`src/rtl/rx_link_if.sv`:
```
// Bundle of PHY-chain status inputs and per-stage reset/mode outputs for rx_link_ctrl.
// master = controller side, slave = PHY/stimulus side; relock_cnt exists only with RELOCK_CNT_EN.
`timescale 1ns/1ps
interface rx_link_if;
  logic       pll_lock;
  logic       comma_det;
  logic       dec_err;
  logic [1:0] cfg_width;
  logic       reset_pll;
  logic       reset_sp;
  logic       reset_conv;
  logic [1:0] pclk;
  logic       rx_ready;
  logic [2:0] link_state;
  logic [3:0] err_cnt;
`ifdef RELOCK_CNT_EN
  logic [7:0] relock_cnt;
`endif

  modport master (
    input  pll_lock, comma_det, dec_err, cfg_width,
    output reset_pll, reset_sp, reset_conv, pclk, rx_ready, link_state, err_cnt
`ifdef RELOCK_CNT_EN
    , output relock_cnt
`endif
  );

  modport slave (
    output pll_lock, comma_det, dec_err, cfg_width,
    input  reset_pll, reset_sp, reset_conv, pclk, rx_ready, link_state, err_cnt
`ifdef RELOCK_CNT_EN
    , input relock_cnt
`endif
  );
endinterface

```
`src/rtl/rx_link_ctrl.sv`:
```
// RX PHY bring-up/supervision FSM; all outputs registered (state change visible the cycle after the cause).
// No backpressure: pulse inputs are sampled every cycle. RELOCK_CNT_EN adds a saturating relock counter.
`timescale 1ns/1ps
module rx_link_ctrl #(
  parameter int PLL_RST_CYC   = 8,
  parameter int LOCK_TIMEOUT  = 1024,
  parameter int COMMA_NEED    = 4,
  parameter int ALIGN_TIMEOUT = 2048,
  parameter int ERR_THRESH    = 8,
  parameter int ERR_WINDOW    = 256
) (
  input  logic      clk,
  input  logic      reset,
  rx_link_if.master lnk
);
  localparam int DP_RST_CYC = 4;
  localparam int TMR_MAX = (ALIGN_TIMEOUT > LOCK_TIMEOUT)
                         ? ((ALIGN_TIMEOUT > ERR_WINDOW) ? ALIGN_TIMEOUT : ERR_WINDOW)
                         : ((LOCK_TIMEOUT > ERR_WINDOW) ? LOCK_TIMEOUT : ERR_WINDOW);
  localparam int TW = $clog2(TMR_MAX + 1);
  localparam int CW = $clog2(COMMA_NEED + 1);

  localparam logic [TW-1:0] PLL_LAST   = TW'(PLL_RST_CYC - 1);
  localparam logic [TW-1:0] LOCK_LAST  = TW'(LOCK_TIMEOUT - 1);
  localparam logic [TW-1:0] DP_LAST    = TW'(DP_RST_CYC - 1);
  localparam logic [TW-1:0] ALIGN_LAST = TW'(ALIGN_TIMEOUT - 1);
  localparam logic [TW-1:0] WIN_LAST   = TW'(ERR_WINDOW - 1);
  localparam logic [CW-1:0] COMMA_LIM  = CW'(COMMA_NEED);
  localparam logic [3:0]    ERR_LIM    = 4'(ERR_THRESH);

  typedef enum logic [2:0] {
    S_RST_PLL   = 3'd0,
    S_WAIT_LOCK = 3'd1,
    S_RST_DP    = 3'd2,
    S_ALIGN     = 3'd3,
    S_LOCKED    = 3'd4
  } state_t;

  state_t        state, state_nxt;
  logic [TW-1:0] tmr, tmr_nxt;
  logic [CW-1:0] comma_cnt, comma_nxt;
  logic [3:0]    err_cnt, err_nxt;
  logic          reset_pll_q, reset_sp_q, reset_conv_q, rx_ready_q;
  logic          reset_pll_nxt, reset_sp_nxt, reset_conv_nxt, rx_ready_nxt;
  logic [1:0]    pclk_q;

  always_comb begin
    state_nxt = state;
    tmr_nxt   = tmr + TW'(1);
    comma_nxt = comma_cnt;
    err_nxt   = err_cnt;
    case (state)
      S_RST_PLL:   if (tmr == PLL_LAST) state_nxt = S_WAIT_LOCK;
      S_WAIT_LOCK: begin
        if (lnk.pll_lock)           state_nxt = S_RST_DP;
        else if (tmr == LOCK_LAST)  state_nxt = S_RST_PLL;
      end
      S_RST_DP:    if (tmr == DP_LAST) state_nxt = S_ALIGN;
      S_ALIGN: begin
        // an error in the same cycle as a comma discards the run
        if (lnk.dec_err)        comma_nxt = '0;
        else if (lnk.comma_det) comma_nxt = comma_cnt + CW'(1);
        if (comma_nxt == COMMA_LIM) state_nxt = S_LOCKED;
        else if (tmr == ALIGN_LAST) state_nxt = S_RST_DP;
      end
      S_LOCKED: begin
        if (tmr == WIN_LAST) begin
          tmr_nxt = '0;
          err_nxt = lnk.dec_err ? 4'd1 : 4'd0;
        end else if (lnk.dec_err && err_cnt != 4'hf) begin
          err_nxt = err_cnt + 4'd1;
        end
        if (err_nxt >= ERR_LIM) state_nxt = S_RST_DP;
      end
      default: state_nxt = S_RST_PLL;
    endcase

    if ((state inside {S_RST_DP, S_ALIGN, S_LOCKED}) && !lnk.pll_lock)
      state_nxt = S_RST_PLL;

    if (state_nxt != state) begin
      tmr_nxt   = '0;
      comma_nxt = '0;
      err_nxt   = '0;
    end

    reset_pll_nxt  = (state_nxt == S_RST_PLL);
    reset_sp_nxt   = (state_nxt inside {S_RST_PLL, S_WAIT_LOCK, S_RST_DP});
    reset_conv_nxt = (state_nxt != S_LOCKED);
    rx_ready_nxt   = (state_nxt == S_LOCKED);
  end

  always_ff @(posedge clk or negedge reset) begin
    if (!reset) begin
      state        <= S_RST_PLL;
      tmr          <= '0;
      comma_cnt    <= '0;
      err_cnt      <= '0;
      reset_pll_q  <= 1'b1;
      reset_sp_q   <= 1'b1;
      reset_conv_q <= 1'b1;
      rx_ready_q   <= 1'b0;
      pclk_q       <= 2'b00;
    end else begin
      state        <= state_nxt;
      tmr          <= tmr_nxt;
      comma_cnt    <= comma_nxt;
      err_cnt      <= err_nxt;
      reset_pll_q  <= reset_pll_nxt;
      reset_sp_q   <= reset_sp_nxt;
      reset_conv_q <= reset_conv_nxt;
      rx_ready_q   <= rx_ready_nxt;
      // sampled once per datapath reset, while the converter is certainly held
      if (state == S_RST_DP && tmr == '0) pclk_q <= lnk.cfg_width;
    end
  end

`ifdef RELOCK_CNT_EN
  logic [7:0] relock_q;
  always_ff @(posedge clk or negedge reset) begin
    if (!reset)
      relock_q <= 8'd0;
    else if (state == S_LOCKED && state_nxt != S_LOCKED && relock_q != 8'hff)
      relock_q <= relock_q + 8'd1;
  end
  assign lnk.relock_cnt = relock_q;
`endif

  assign lnk.reset_pll  = reset_pll_q;
  assign lnk.reset_sp   = reset_sp_q;
  assign lnk.reset_conv = reset_conv_q;
  assign lnk.pclk       = pclk_q;
  assign lnk.rx_ready   = rx_ready_q;
  assign lnk.link_state = state;
  assign lnk.err_cnt    = err_cnt;
endmodule

```
`src/flat_wrapper.sv`:
```
// flat-port wrapper written by rule: the top's interface ports become plain ports
module rx_link_ctrl_flat 
#(
  parameter int PLL_RST_CYC   = 8,
  parameter int LOCK_TIMEOUT  = 1024,
  parameter int COMMA_NEED    = 4,
  parameter int ALIGN_TIMEOUT = 2048,
  parameter int ERR_THRESH    = 8,
  parameter int ERR_WINDOW    = 256
)
  (clk, reset, lnk_pll_lock, lnk_comma_det, lnk_dec_err, lnk_cfg_width, lnk_reset_pll, lnk_reset_sp, lnk_reset_conv, lnk_pclk, lnk_rx_ready, lnk_link_state, lnk_err_cnt);
  rx_link_if lnk_i ();
  input  logic clk;
  input  logic reset;
  input wire logic [$bits(lnk_i.pll_lock)-1:0] lnk_pll_lock;
  input wire logic [$bits(lnk_i.comma_det)-1:0] lnk_comma_det;
  input wire logic [$bits(lnk_i.dec_err)-1:0] lnk_dec_err;
  input wire logic [$bits(lnk_i.cfg_width)-1:0] lnk_cfg_width;
  output wire logic [$bits(lnk_i.reset_pll)-1:0] lnk_reset_pll;
  output wire logic [$bits(lnk_i.reset_sp)-1:0] lnk_reset_sp;
  output wire logic [$bits(lnk_i.reset_conv)-1:0] lnk_reset_conv;
  output wire logic [$bits(lnk_i.pclk)-1:0] lnk_pclk;
  output wire logic [$bits(lnk_i.rx_ready)-1:0] lnk_rx_ready;
  output wire logic [$bits(lnk_i.link_state)-1:0] lnk_link_state;
  output wire logic [$bits(lnk_i.err_cnt)-1:0] lnk_err_cnt;
  assign lnk_i.pll_lock = lnk_pll_lock;
  assign lnk_i.comma_det = lnk_comma_det;
  assign lnk_i.dec_err = lnk_dec_err;
  assign lnk_i.cfg_width = lnk_cfg_width;
  assign lnk_reset_pll = lnk_i.reset_pll;
  assign lnk_reset_sp = lnk_i.reset_sp;
  assign lnk_reset_conv = lnk_i.reset_conv;
  assign lnk_pclk = lnk_i.pclk;
  assign lnk_rx_ready = lnk_i.rx_ready;
  assign lnk_link_state = lnk_i.link_state;
  assign lnk_err_cnt = lnk_i.err_cnt;
  rx_link_ctrl #(.PLL_RST_CYC(PLL_RST_CYC), .LOCK_TIMEOUT(LOCK_TIMEOUT), .COMMA_NEED(COMMA_NEED), .ALIGN_TIMEOUT(ALIGN_TIMEOUT), .ERR_THRESH(ERR_THRESH), .ERR_WINDOW(ERR_WINDOW)) u_core (.clk(clk), .reset(reset), .lnk(lnk_i));
endmodule
```
`config.mk`:
```
export PLATFORM = sky130hd
export DESIGN_NAME = rx_link_ctrl_flat
export DESIGN_NICKNAME = d
export VERILOG_FILES = /design/src/rtl/rx_link_if.sv /design/src/rtl/rx_link_ctrl.sv /design/src/flat_wrapper.sv
export SDC_FILE = /design/constraint.sdc
export NUM_CORES = 1
export LEC_CHECK = 0
export CAP_MARGIN = 20
export CORE_UTILIZATION = 30
export DETAILED_ROUTE_END_ITERATION = 7
export PLACE_DENSITY = 0.46
export RECOVER_POWER = 25
export SLEW_MARGIN = 20
export SYNTH_ARGS = -nofsm -noshare
export SYNTH_HDL_FRONTEND = slang
export SYNTH_SLANG_ARGS = --single-unit
```
`constraint.sdc`:
```
create_clock -name clk -period 2.4 [get_ports clk]
set_input_delay 0.48 -clock clk [delete_from_list [all_inputs] [get_ports clk]]
set_output_delay 0.48 -clock clk [all_outputs]
set_load 0.02 [all_outputs]
```
# Word-level counts from Yosys, hierarchy flattened
# Cells that the tools add are included.
[op_classes]
add_sub_neg = 3
mul = 0
div_mod_pow = 0
order_cmp = 1
n_eq_ne = 16
shift = 0
mux = 23
bitwise_logic = 0
reduce_logical = 11
[ops]
columns = ["cell", "n"]
rows = [
  ["3-bit 2-to-1 mux", 13],
  ["12-bit 2-to-1 mux", 3],
  ["4-bit 2-to-1 mux", 5],
  ["3-bit case mux with 5 select lines", 1],
  ["12-bit by 1-bit adder with 12-bit output, second input constant", 1],
  ["12-bit by 10-bit equality test with 1-bit output, second input constant", 1],
  ["12-bit by 11-bit equality test with 1-bit output, second input constant", 1],
  ["12-bit by 2-bit equality test with 1-bit output, second input constant", 1],
  ["12-bit by 3-bit equality test with 1-bit output, second input constant", 1],
  ["12-bit by 8-bit equality test with 1-bit output, second input constant", 1],
  ["12-bit zero test", 1],
  ["3-bit by 2-bit equality test with 1-bit output, second input constant", 3],
  ["3-bit equality test, second input constant", 3],
  ["3-bit by 1-bit equality test with 1-bit output, second input constant", 2],
  ["3-bit zero test", 2],
  ["3-bit nonzero test", 2],
  ["4-bit by 1-bit adder with 4-bit output, second input constant", 1],
  ["4-bit >= comparator, second input constant", 1],
  ["4-bit inequality test, second input constant", 1],
  ["2-bit nonzero test", 2],
  ["3-bit by 1-bit adder with 3-bit output, second input constant", 1],
  ["1-bit logical AND", 3],
  ["3-bit inequality test", 1],
  ["3-bit inequality test, second input constant", 1],
  ["2 further kinds", 2],
]
[totals]
regBits = 28
latchBits = 0
mem_bits_rw = 0
mem_bits_ro = 0
output_inout_bits = 13
memories = 0

# Depth between registers and ports, before layout
[depth]
depth_word = 11
mapped_depth = 7

# Worst setup path after synthesis
# No wires, ideal clock.
[synth_path]
path_type = "register -> register"
start = "register u_core.comma_cnt[0]"
end = "register u_core.tmr[10]"
setup_time_ns = 0.087
arrival_time_ns = 2.022
slack_ns = 0.292
stages_incl_launch_ff = 8
n_path_buf = 1
path_cell_list = "dfrtp_1 ha_1 nand3b_1 a221oi_4 a311o_2 nand4_1 buf_4 a211oi_2"
[synth_via]
elab_chain_len = 10
[synth_lines]
columns = ["item", "line_no", "source"]
rows = [
  ["start: declaration", "rx_link_ctrl.sv:41", "logic [CW-1:0] comma_cnt, comma_nxt;"],
  ["start signal: assignment", "rx_link_ctrl.sv:107", "comma_cnt <= comma_nxt;"],
  ["3-bit by 1-bit adder with 3-bit output", "rx_link_ctrl.sv:62", "else if (lnk.comma_det) comma_nxt = comma_cnt + CW'(1);"],
  ["3-bit 2-to-1 mux (*)", "rx_link_ctrl.sv:62", ""],
  ["3-bit 2-to-1 mux (*)", "rx_link_ctrl.sv:61", "if (lnk.dec_err) comma_nxt = '0;"],
  ["3-bit 2-to-1 mux (*)", "rx_link_ctrl.sv:52", "case (state)"],
  ["3-bit equality test (*)", "rx_link_ctrl.sv:63", "if (comma_nxt == COMMA_LIM) state_nxt = S_LOCKED;"],
  ["3-bit 2-to-1 mux (*)", "rx_link_ctrl.sv:63", ""],
  ["3-bit case mux with 5 select lines (*)", "rx_link_ctrl.sv:52", ""],
  ["3-bit 2-to-1 mux (*)", "rx_link_ctrl.sv:78", "if ((state inside {S_RST_DP, S_ALIGN, S_LOCKED}) && !lnk.pll_lock)"],
  ["3-bit inequality test (*)", "rx_link_ctrl.sv:81", "if (state_nxt != state) begin"],
  ["12-bit 2-to-1 mux (*)", "rx_link_ctrl.sv:81", ""],
  ["net u_core.tmr_nxt[10]", "rx_link_ctrl.sv:40", "logic [TW-1:0] tmr, tmr_nxt;"],
  ["end signal: assignment", "rx_link_ctrl.sv:106", "tmr <= tmr_nxt;"],
  ["end: declaration", "rx_link_ctrl.sv:40", ""],
]
# Mark *: on every way through the listed nets, which the timed path passes. The rest lies on a longest branch. The select of a mux whose other input is x is not followed.
# A chain may end at the register's enable or synchronous reset.

# Worst setup path in the final report
[layout_path]
start = "register u_core.tmr[9]"
end = "register u_core.tmr[0]"
[layout_via]
elab_chain_len = 9
[layout_lines]
columns = ["item", "line_no", "source"]
rows = [
  ["12-bit by 8-bit equality test with 1-bit output", "rx_link_ctrl.sv:67", "if (tmr == WIN_LAST) begin"],
  ["4-bit 2-to-1 mux", "rx_link_ctrl.sv:67", ""],
  ["4-bit 2-to-1 mux", "rx_link_ctrl.sv:52", ""],
  ["4-bit >= comparator", "rx_link_ctrl.sv:73", "if (err_nxt >= ERR_LIM) state_nxt = S_RST_DP;"],
  ["3-bit 2-to-1 mux", "rx_link_ctrl.sv:73", ""],
  ["3-bit case mux with 5 select lines", "rx_link_ctrl.sv:52", ""],
  ["3-bit 2-to-1 mux", "rx_link_ctrl.sv:78", ""],
  ["3-bit inequality test", "rx_link_ctrl.sv:81", ""],
  ["12-bit 2-to-1 mux (*)", "rx_link_ctrl.sv:81", ""],
  ["net u_core.tmr_nxt[0]", "rx_link_ctrl.sv:40", ""],
]
# Marks and branches as above.

==> results.sh <==
export IMPL_first_global_vias=1471
export IMPL_area_delta_synth_final_pct=25.9
export IMPL_diodes=0
export IMPL_nets=221
export IMPL_finalHoldViolCount=0
export IMPL_hpwl_mm=3.20
export IMPL_drt_iter0_drc=66
export IMPL_synth_seq_cells=28
export IMPL_use_met2=0.241
export IMPL_seqPwrFrac=0.374
export IMPL_cts_tree="built"
export IMPL_cts_max_level=1
export IMPL_outcome="finished, violations left"
export IMPL_power_share_clock=0.178
export IMPL_power_frac_comb=0.448
export IMPL_tightestPinTransition_ns=1.59
export IMPL_place_ws_ns=-0.228
export IMPL_synthCells=172
export IMPL_grt_max_degree=29
export IMPL_switching_share=0.381
export IMPL_start_kind="flop"
export IMPL_drv_cap=1
export IMPL_crit_required_ns=2.58
export IMPL_slowest_delay_ns=0.60
export IMPL_pin_count=20
export IMPL_synth_edf_count=0
export IMPL_rsz0062_at_grt="no"
export IMPL_switching_power_mw=0.649
export IMPL_dieArea_um2=6170
export IMPL_met1_usage=0.213
export IMPL_root_buffer="clkbuf_8"
export IMPL_async_flop_share=1.00
export IMPL_drive_gt1_frac=0.244
export IMPL_wl_per_cell_um=15.4
export IMPL_yosysWarnings=0
export IMPL_hold_path_class="flop to flop"
export IMPL_min_period_ns=2.29
export IMPL_layout_cells_non_filler=281
export IMPL_io_buffers=19
export IMPL_crit_family="simple AND/OR/NAND/NOR gates"
export IMPL_die_h_um=78.5
export IMPL_critPathCaptureType="flop"
export IMPL_power_per_cell_area_nw_per_um2=771
export IMPL_fin_hold_ws_ns=0.517
export IMPL_grt_pass1_wl_mm=7.33
export IMPL_busiest_layer="met2"
export IMPL_clockBufferDepth=2
export IMPL_arrival_ns=2.47
export IMPL_irDropWorstVdd_v=0.000421
export IMPL_p_int_mw=1.06
export IMPL_max_freq_mhz=437
export IMPL_yosysUniqueCellTypes=54
export IMPL_gr_usage_met3=0.0151
export IMPL_ctsHoldBuffers=0
export IMPL_vias=1459
export IMPL_grt_usage=0.149
export IMPL_syn_avg_cell_area_um2=10.2
export IMPL_path_cells="or4_4, nor4_4, o2111ai_2, a31o_4, a2111oi_2"
export IMPL_maxSlewViolCount=29
export IMPL_placed_cells=276
export IMPL_firstDrtPassIters=4
export IMPL_gr_total_overflow=0
export IMPL_yosysSeqAreaShare=0.401
export IMPL_period_share=0.954
export IMPL_syn_cell_area_um2=1760
export IMPL_initial_core_util=0.315
export IMPL_skew_ns=0.00328
export IMPL_critical_path_class="flop to flop"
export IMPL_ant_nets=0
export IMPL_numCtsBuffers=3
export IMPL_crit_path_max_fanout=16
export IMPL_setup_slack_ns=0.110
export IMPL_cpMaxStageDelayCell="or4_4"
export IMPL_clkSinkCount=28
export IMPL_wl_mm=4.33
export IMPL_place_congestion=0.784
export IMPL_finalSetupViolCount=0
export IMPL_clk_latency_ns=0.28
export IMPL_leakagePower_nw=0.918
export IMPL_slew_headroom=-0.0596
export IMPL_syn_nets=183
export IMPL_drc=0
export IMPL_fillers=559
export IMPL_rows=27
export IMPL_clk_pin_slew_worst_paths_ns=0.10
export IMPL_design_core_area_um2=5570
export IMPL_avgViaCountPerCell=5.19
export IMPL_fp_dieW_um=78.5
export IMPL_synth_ff_type="dfrtp_1"
export IMPL_antenna_found_initial=0
export IMPL_total_power_mw=1.71
export IMPL_crit_buf_inv=0
export IMPL_violations="max-capacitance violations, max-slew violations"
==> flip-flops by register name (all words and copies together) (netlist names) <==
signal,flops
u_core.lnk.reset_conv,1
u_core.lnk.reset_pll,1
u_core.comma_cnt,3
u_core.lnk.reset_sp,1
u_core.tmr,12
u_core.lnk.rx_ready,1
u_core.lnk.err_cnt,4
u_core.lnk.link_state,3
u_core.lnk.pclk,2
==> synthesized netlist by cell type, drive strengths merged (3+ instances only) <==
library cell,instances,share of area
nand3,10,0.028
clkbuf,5,0.011
nand2,9,0.019
a211oi,12,0.068
nand4,3,0.011
inv,8,0.017
xnor2,6,0.030
nor3,7,0.029
mux2,3,0.019
ha,4,0.028
dfstp,3,0.045
nor2,7,0.016
buf,4,0.020
and3,3,0.011
o21ai,4,0.011
nor2b,3,0.011
a21oi,11,0.031
or4,4,0.019
dfrtp,25,0.36
xor2,3,0.015
o211ai,5,0.021
==> area by class of cell <==
| type | instances | area (µm²) | area share |
|---|---|---|---|
| clock buffer | 4 | 55.1 | 0.0249 |
| inverter | 8 | 30.0 | 0.0136 |
| multi-input combinational | 127 | 968 | 0.438 |
| sequential | 28 | 704 | 0.319 |
| tap | 72 | 90.1 | 0.0407 |
| timing repair buffer | 42 | 363 | 0.164 |
==> per-layer routing <==
metal | part of all wire | up-vias | routed length, µm
met1 | 0.51 | 712 | 2200
met3 | 0.021 | 4 | 91
met2 | 0.46 | 25 | 2010
met5 | 0 | - | 0
li1 | - | 718 | -
met4 | 0.0083 | 0 | 36
==> power groups by stage <==
stage	clock network (mW)	registers, mW	logic [mW]
finish	0.304	0.638	0.763
global route	0.337	0.650	0.836
CTS	0.317	0.636	0.761
detailed placement	0	0.644	0.758
global placement	0	0.637	0.750
floorplan	0	0.646	0.457
==> cells in the final DEF (no fill, tap or decap), types with 6 or more instances in the layout <==
master           Yosys  layout
inv_1                8       8
buf_4                1      21
a211oi_2             6       6
nand3_1             10      10
clkdlybuf4s50_1      0      19
a211oi_1             6       6
nor2_1               6       6
nand2_1              9       9
dfrtp_1             25      25
a21oi_1             11      11
xnor2_1              6       6
==> worst paths after layout <==
| check | startpoint | to | slack, ns | cells after the start |
|---|---|---|---|---|
| min in group asynchronous | reset | u_core.tmr[5] | 1.05 | 2 |
| max | u_core.tmr[9] | u_core.tmr[0] | 0.11 | 5 |
| min reg2reg | u_core.tmr[0] | u_core.tmr[0] | 0.52 | 1 |
| min | u_core.tmr[0] | u_core.tmr[0] | 0.52 | 1 |
| max in group asynchronous | reset | u_core.tmr[0] | 0.43 | 2 |
| max reg2reg | u_core.tmr[9] | u_core.tmr[0] | 0.11 | 5 |
==> kinds of logic (layout without fill, tap and decap cells) <==
family                     Yosys count  count (layout)  synth area share
AOI/OAI and AO/OA                   50              50             0.240
muxes                                5               5            0.0306
and+or+nand+nor                     59              59             0.207
DFF                                 28              28             0.401
buffers and inverters               17              54            0.0477
adders and majority gates            4               4            0.0285
xor gates and xnor gates             9               9            0.0449
==> timing repair <==
item	CTS	global route
setup endpoints to repair	0	9
resized for setup	0	1
buffers inserted	0	1
==> through the flow <==
step / util / setup TNS [ns] / area (µm²)
final: 0.397 / 0 / 2210
after global routing: 0.397 / 0 / 2210
after CTS: 0.395 / 0 / 2200
after detailed placement: 0.385 / -3.31 / 2150
after global placement: 0.385 / -1.85 / 2150
after floorplan: - / 0 / 1760
No activity file was read; power rests on OpenSTA's default activity.
